## config.mk

```make
export PLATFORM = sky130hd
export DESIGN_NAME = rv_decode_stage
export DESIGN_NICKNAME = d
export VERILOG_FILES = /design/src/rtl/rv_ctrl_pkg.sv /design/src/rtl/rv_ctrl_decode.sv /design/src/rtl/rv_decode_stage.sv
export SDC_FILE = /design/constraint.sdc
export NUM_CORES = 1
export LEC_CHECK = 0
export CAP_MARGIN = 30
export CORE_MARGIN = 1.5
export CORE_UTILIZATION = 43
export CTS_CLUSTER_SIZE = 10
export DETAILED_ROUTE_END_ITERATION = 10
export PLACE_DENSITY = 0.86
export SLEW_MARGIN = 10
export SYNTH_ARGS = -nofsm -noshare
export SYNTH_HDL_FRONTEND = slang
export SYNTH_SLANG_ARGS = --single-unit
export TNS_END_PERCENT = 20
```

## constraint.sdc

```tcl
create_clock -name clk -period 3.91 [get_ports clk]
set_clock_uncertainty 0.2 [all_clocks]
set_input_delay 0.391 -clock clk [delete_from_list [all_inputs] [get_ports clk]]
set_output_delay 0.391 -clock clk [all_outputs]
set_load 0.005 [all_outputs]
```

## src/rtl/rv_ctrl_pkg.sv

```systemverilog
// Shared RV32I control definitions: opcodes, field encodings and the packed
// control word carried in the ID/EX slot of the decode stage.
package rv_ctrl_pkg;

  localparam int CW_ALU_OP_W     = 3;
  localparam int CW_IMM_SRC_W    = 3;
  localparam int CW_RESULT_SRC_W = 2;

  localparam logic [6:0] OP_LOAD   = 7'b0000011;
  localparam logic [6:0] OP_STORE  = 7'b0100011;
  localparam logic [6:0] OP_R      = 7'b0110011;
  localparam logic [6:0] OP_I      = 7'b0010011;
  localparam logic [6:0] OP_BRANCH = 7'b1100011;
  localparam logic [6:0] OP_JAL    = 7'b1101111;
  localparam logic [6:0] OP_JALR   = 7'b1100111;
  localparam logic [6:0] OP_LUI    = 7'b0110111;

  localparam logic [CW_ALU_OP_W-1:0] ALU_ADD   = 3'b000;
  localparam logic [CW_ALU_OP_W-1:0] ALU_SUB   = 3'b001;
  localparam logic [CW_ALU_OP_W-1:0] ALU_CMP   = 3'b100;
  localparam logic [CW_ALU_OP_W-1:0] ALU_FUNCT = 3'b111;

  localparam logic [CW_IMM_SRC_W-1:0] IMM_I = 3'b000;
  localparam logic [CW_IMM_SRC_W-1:0] IMM_S = 3'b001;
  localparam logic [CW_IMM_SRC_W-1:0] IMM_B = 3'b010;
  localparam logic [CW_IMM_SRC_W-1:0] IMM_J = 3'b011;
  localparam logic [CW_IMM_SRC_W-1:0] IMM_U = 3'b100;

  localparam logic [CW_RESULT_SRC_W-1:0] RES_ALU = 2'b00;
  localparam logic [CW_RESULT_SRC_W-1:0] RES_MEM = 2'b01;
  localparam logic [CW_RESULT_SRC_W-1:0] RES_PC4 = 2'b10;
  localparam logic [CW_RESULT_SRC_W-1:0] RES_IMM = 2'b11;

  typedef struct packed {
    logic                       reg_write;
    logic [CW_IMM_SRC_W-1:0]    imm_src;
    logic                       alu_src;
    logic                       mem_write;
    logic [CW_RESULT_SRC_W-1:0] result_src;
    logic                       branch;
    logic [2:0]                 branch_type;
    logic                       jump;
    logic                       jalr;
    logic [CW_ALU_OP_W-1:0]     alu_op;
  } ctrl_word_t;

  localparam ctrl_word_t CTRL_NOP = '0;

  // Strips every architectural side effect so a bad word can travel as a trap marker.
  function automatic ctrl_word_t kill_side_effects(input ctrl_word_t cw);
    ctrl_word_t r;
    r           = cw;
    r.reg_write = 1'b0;
    r.mem_write = 1'b0;
    r.branch    = 1'b0;
    r.jump      = 1'b0;
    r.jalr      = 1'b0;
    return r;
  endfunction

endpackage

```

## src/rtl/rv_ctrl_decode.sv

```systemverilog
// Purely combinational RV32I main decoder: opcode/funct3 to control word,
// plus an illegal-instruction flag for anything outside the supported subset.
module rv_ctrl_decode
  import rv_ctrl_pkg::*;
#(
  parameter bit EN_JALR = 1'b1
) (
  input  logic [6:0]  opcode,
  input  logic [2:0]  funct3,
  output ctrl_word_t  ctrl,
  output logic        illegal
);

  ctrl_word_t raw;

  always_comb begin
    raw     = CTRL_NOP;
    illegal = 1'b0;
    case (opcode)
      OP_LOAD: begin
        raw.reg_write  = 1'b1;
        raw.imm_src    = IMM_I;
        raw.alu_src    = 1'b1;
        raw.result_src = RES_MEM;
        raw.alu_op     = ALU_ADD;
        illegal        = !(funct3 inside {3'b000, 3'b001, 3'b010, 3'b100, 3'b101});
      end
      OP_STORE: begin
        raw.imm_src    = IMM_S;
        raw.alu_src    = 1'b1;
        raw.mem_write  = 1'b1;
        raw.alu_op     = ALU_ADD;
        illegal        = !(funct3 inside {3'b000, 3'b001, 3'b010});
      end
      OP_R: begin
        raw.reg_write  = 1'b1;
        raw.alu_op     = ALU_FUNCT;
      end
      OP_I: begin
        raw.reg_write  = 1'b1;
        raw.imm_src    = IMM_I;
        raw.alu_src    = 1'b1;
        raw.alu_op     = ALU_FUNCT;
      end
      OP_BRANCH: begin
        raw.imm_src     = IMM_B;
        raw.branch      = 1'b1;
        raw.branch_type = funct3;
        // beq compares by subtraction; every other branch uses the comparator class
        raw.alu_op      = (funct3 == 3'b000) ? ALU_SUB : ALU_CMP;
        illegal         = (funct3 inside {3'b010, 3'b011});
      end
      OP_JAL: begin
        raw.reg_write  = 1'b1;
        raw.imm_src    = IMM_J;
        raw.result_src = RES_PC4;
        raw.jump       = 1'b1;
      end
      OP_JALR: begin
        if (EN_JALR) begin
          raw.reg_write  = 1'b1;
          raw.imm_src    = IMM_I;
          raw.alu_src    = 1'b1;
          raw.result_src = RES_PC4;
          raw.jalr       = 1'b1;
          raw.alu_op     = ALU_ADD;
          illegal        = (funct3 != 3'b000);
        end else begin
          illegal        = 1'b1;
        end
      end
      OP_LUI: begin
        raw.reg_write  = 1'b1;
        raw.imm_src    = IMM_U;
        raw.result_src = RES_IMM;
      end
      default: begin
        illegal = 1'b1;
      end
    endcase
  end

  assign ctrl = illegal ? kill_side_effects(raw) : raw;

endmodule

```

## src/rtl/rv_decode_stage.sv

```systemverilog
// Pipelined decode stage: decodes the incoming instruction and holds the control
// word in a single ID/EX slot with valid/ready flow control, flush and a trap counter.
module rv_decode_stage
  import rv_ctrl_pkg::*;
#(
  parameter int ALU_OP_W  = 3,
  parameter int IMM_SRC_W = 3,
  parameter int ILL_CNT_W = 8,
  parameter bit EN_JALR   = 1'b1
) (
  input  logic                 clk,
  input  logic                 rst,
  input  logic                 in_valid,
  output logic                 in_ready,
  input  logic [31:0]          in_instr,
  input  logic                 flush,
  output logic                 out_valid,
  input  logic                 out_ready,
  output logic                 reg_write,
  output logic [IMM_SRC_W-1:0] imm_src,
  output logic                 alu_src,
  output logic                 mem_write,
  output logic [1:0]           result_src,
  output logic                 branch,
  output logic [2:0]           branch_type,
  output logic                 jump,
  output logic                 jalr,
  output logic [ALU_OP_W-1:0]  alu_op,
  output logic                 illegal,
  output logic [ILL_CNT_W-1:0] ill_count
);

  ctrl_word_t           dec_ctrl;
  logic                 dec_illegal;
  ctrl_word_t           ctrl_q;
  logic                 illegal_q;
  logic                 valid_q;
  logic [ILL_CNT_W-1:0] ill_count_q;
  logic                 accept;
  logic                 take;
  logic                 unused_instr_bits;

  rv_ctrl_decode #(
    .EN_JALR (EN_JALR)
  ) u_decode (
    .opcode  (in_instr[6:0]),
    .funct3  (in_instr[14:12]),
    .ctrl    (dec_ctrl),
    .illegal (dec_illegal)
  );

  // Register and immediate fields are consumed by later stages, not by decode.
  assign unused_instr_bits = ^{in_instr[31:15], in_instr[11:7]};

  assign in_ready = !valid_q || out_ready;
  assign accept   = in_valid && in_ready;
  // A flush on the accepting edge discards the new word entirely.
  assign take     = accept && !flush;

  always_ff @(posedge clk) begin
    if (rst) begin
      valid_q     <= 1'b0;
      ctrl_q      <= CTRL_NOP;
      illegal_q   <= 1'b0;
      ill_count_q <= '0;
    end else begin
      if (flush) begin
        valid_q <= 1'b0;
      end else if (accept) begin
        valid_q <= 1'b1;
      end else if (out_ready) begin
        valid_q <= 1'b0;
      end

      if (take) begin
        ctrl_q    <= dec_ctrl;
        illegal_q <= dec_illegal;
      end

      if (take && dec_illegal && (ill_count_q != '1)) begin
        ill_count_q <= ill_count_q + ILL_CNT_W'(1);
      end
    end
  end

  assign out_valid   = valid_q;
  assign reg_write   = ctrl_q.reg_write;
  assign imm_src     = IMM_SRC_W'(ctrl_q.imm_src);
  assign alu_src     = ctrl_q.alu_src;
  assign mem_write   = ctrl_q.mem_write;
  assign result_src  = ctrl_q.result_src;
  assign branch      = ctrl_q.branch;
  assign branch_type = ctrl_q.branch_type;
  assign jump        = ctrl_q.jump;
  assign jalr        = ctrl_q.jalr;
  assign alu_op      = ALU_OP_W'(ctrl_q.alu_op);
  assign illegal     = illegal_q;
  assign ill_count   = ill_count_q;

endmodule

```

==> PnR_summary.wiki <==
{| class="wikitable"
! Metric !! Value
|-
| Result of the run || finished, final reports clean
|-
| Share of synthesized area occupied by flip-flops and latches || 40.9%
|-
| CTS-repair resized insts || 0
|-
| Synthesized cell area || 1320 µm²
|-
| Flop and latch count out of synthesis || 27
|-
| Power density relative to cell area || 262 nW/µm²
|-
| CP Data Required Time || 3.99 ns
|-
| Final critical-path share of the clock period || 71.1%
|-
| Final GP Congestion || 0.819
|-
| DRC errors left || 0
|-
| Total count of hold-check failures in the final report || 0
|-
| CP cell instances || clkdlybuf4s50_1 > nand4bb_1 > nor4_4 > o31ai_2 > buf_4 > or4_1 > a21oi_1
|-
| Leading register cell type out of synthesis || dfxtp_1
|-
| Max-slew violation count || 0
|-
| Setup fix buffers added after clock tree synthesis || 0
|-
| Biggest area consumer among synthesized cells || dfxtp_1
|-
| Clock slew seen by the registers of the worst setup and hold paths || 0.15 ns
|-
| Sort of element at the start of the critical path || input port
|-
| Share of total power in the clock network || 26.1%
|-
| Number of global-route vias before repair || 1,237
|-
| Power share of the sequential group || 59.7%
|-
| Cell type group with the largest total delay on the critical path || simple AND/OR/NAND/NOR gates
|-
| Setup TNS || 0 ns
|-
| Gr usage total || 19.6%
|-
| Core Rows || 19
|-
| Worst setup margin || 1.13 ns
|-
| Number of flops mapped to enable cells by yosys || 0
|-
| Number of buffers inserted by port buffering || 42
|-
| Static leakage power || 0.587 nW
|-
| Slowest cell on crit path || clkdlybuf4s50_1
|-
| Slew at the pin closest to its max-slew limit || 0.525 ns
|-
| Number of H-tree levels || 1
|-
| Area fraction of the dominant cell type after synthesis || 40.9%
|-
| Design internal power || 351 µW
|-
| Number of antenna violations at the first check in global routing || 0
|-
| Residual antenna-violating net count after detailed routing || 0
|-
| Area added between synthesis and finish || 36.1%
|-
| Async set-reset flop share out of synthesis || 0%
|-
| Detailed Routing Iterations Pass 1 || 4
|-
| Achievable clock frequency || 360 MHz
|-
| Data arrival at the endpoint of the critical path || 2.86 ns
|-
| First-pass GRT wire length || 5310 µm
|-
| Net count after synthesis || 194
|-
| Type of the most critical hold path || flip-flop to flip-flop
|-
| Clock tree sinks || 27
|-
| Post-placement setup slack || 0.764 ns
|-
| Net count of the finished layout || 237
|-
| Count of hold buffers inserted by post-cts repair || 0
|-
| Category of the critical setup timing path || input port to flip-flop
|-
| Area of the core || 2830 µm²
|-
| Unrepaired setup endpoints after global routing || no
|-
| Die Footprint || 3420 µm²
|-
| Root buf cell || clkbuf_4
|-
| Worst relative slew slack || 64.7%
|-
| X dimension of the die || 58.5 µm
|-
| Number of top-level pins || 65
|-
| Congestion Overflow GR || 0
|-
| Final count of negative-setup-slack endpoints || 0
|-
| Mean cell area of the mapped netlist || 8.48 µm²
|-
| 1st-iter DRT viols || 37
|-
| Detailed-route wire length per cell || 13.6 µm
|-
| Proportion of power drawn by combinational gates || 14.2%
|-
| Routed Wire Length || 3110 µm
|-
| Slowest Stage Delay on Critical Path || 0.56 ns
|-
| Routed via count divided by cell count || 5.70
|-
| Crit path buffers/inverters || 2
|-
| Fraction of final layout cells sized beyond drive strength 1 || 9.60%
|-
| Switching portion of total power || 25.5%
|-
| Ranking of synthesized cells by instance count || dfxtp_1 (27), a21oi_1 (15), nand2_1 (15), nor2_1 (15), nand3_1 (9)
|-
| Top area cells in the synthesized netlist || dfxtp_1 (41%), a21oi_1 (5.7%), nand2_1 (4.3%), nor2_1 (4.3%), nand3_1 (3.4%)
|-
| Die Y || 58.5 µm
|-
| Net load switching power || 120 µW
|-
| Number of vias after detailed routing || 1,305
|-
| Worst-path maximum fanout || 13
|-
| Placed wire-length estimate after detailed placement || 2320 µm
|-
| Later-pin clock latency in the skew report || 0.33 ns
|-
| Starting density of the core || 46.7%
|-
| Total power || 471 µW
|-
| Largest net degree at the start of global routing || 30
|-
| Cts bufs inserted || 3
|-
| TritonCTS clock tree || yes
|-
| Synthesized instance count || 156
|-
| Number of violations of the max-capacitance limit || 0
|-
| Syn. warnings || 0
|-
| N_diodes || 0
|-
| Crit path time final || 2.78 ns
|-
| Kind of capture point of the worst setup path || flip-flop
|-
| Number of distinct library cell variants in the gate-level netlist after synthesis || 43
|-
| Max IR drop VDD || 156 µV
|-
| Maximum clock path buffer count || 2
|-
| Library cell with the highest instance count after synthesis || dfxtp_1
|}
==> worst reg2reg max path: cells and delay by family (launching register included) <==
family	cells	cell delay [ns]
buffers and inverters	2	0.38
AND/OR/NAND/NOR	3	0.87
AO/OA/AOI/OAI	2	0.24
flip-flops	1	0.34
==> layout make-up <==
type	instances	area, µm²
multi-input cells	117	718
flip-flops and latches	27	541
clock inverters	1	7.51
repair buffers	46	458
inverters	4	15.0
clock buffers	3	22.5
well taps	31	38.8
fillers	260	1030
==> layer usage <==
metal,global-route usage (%),share of wire [%]
met1,24.8,45
met2,35.2,49
met3,2.64,4.6
met4,4.32,0.84
met5,0,0
==> kinds of logic after synthesis <==
logic type | share of synthesized area, %
and+or+nand+nor | 30.7
AOI/OAI and AO/OA | 21.0
adders and majority gates | 0.946
DFF | 40.9
muxes | 1.61
buffers and inverters | 4.82
==> cells in the final DEF, fill, tap and decap left out, types with 2 or more instances in the layout <==
cell / n
clkbuf_4: 3
nand3_1: 9
or4_1: 3
dfxtp_1: 27
a21oi_1: 15
or3_1: 2
a31oi_1: 5
nand2_1: 15
or2_2: 2
o31ai_1: 3
o21ai_0: 4
buf_4: 3
nand2b_1: 4
a22oi_1: 5
nor3_1: 7
clkdlybuf4s50_1: 42
nor4_1: 2
nor2_1: 15
and2b_2: 3
inv_1: 4
==> power by group through the flow <==
stage	clock network (mW)	logic (mW)	registers [mW]
global placement	0	0.0633	0.287
global route	0.140	0.0724	0.282
CTS	0.127	0.0650	0.281
detailed placement	0	0.0648	0.287
floorplan	0	0.0327	0.287
finish	0.123	0.0669	0.281
==> worst paths after layout <==
kind / from / to / slack (ns) / depth (start not counted)
min: reg_write / reg_write / 0.26 / 2
min reg2reg: reg_write / reg_write / 0.26 / 2
max: in_instr[3] / ill_count[4] / 1.13 / 7
max reg2reg: out_valid / ill_count[4] / 1.84 / 7
==> stage by stage <==
step                      cells  utilization (%)  hold slack [ns]  area [µm²]
final                       229             63.6            0.264        1800
after global routing        229             63.6            0.287        1800
after CTS                   228             63.1            0.265        1790
after detailed placement    224             62.1            0.246        1760
after global placement      224             62.1            0.242        1760
after floorplan             156                -            0.248        1320
==> flip-flops by register name, indices dropped and copies added (netlist names) <==
signal and count:
alu_op 3, alu_src 1, branch 1, branch_type 3, ill_count 8, illegal 1, imm_src 3, jalr 1
jump 1, mem_write 1, out_valid 1, reg_write 1, result_src 2
Power figures use the tool's default switching activity.
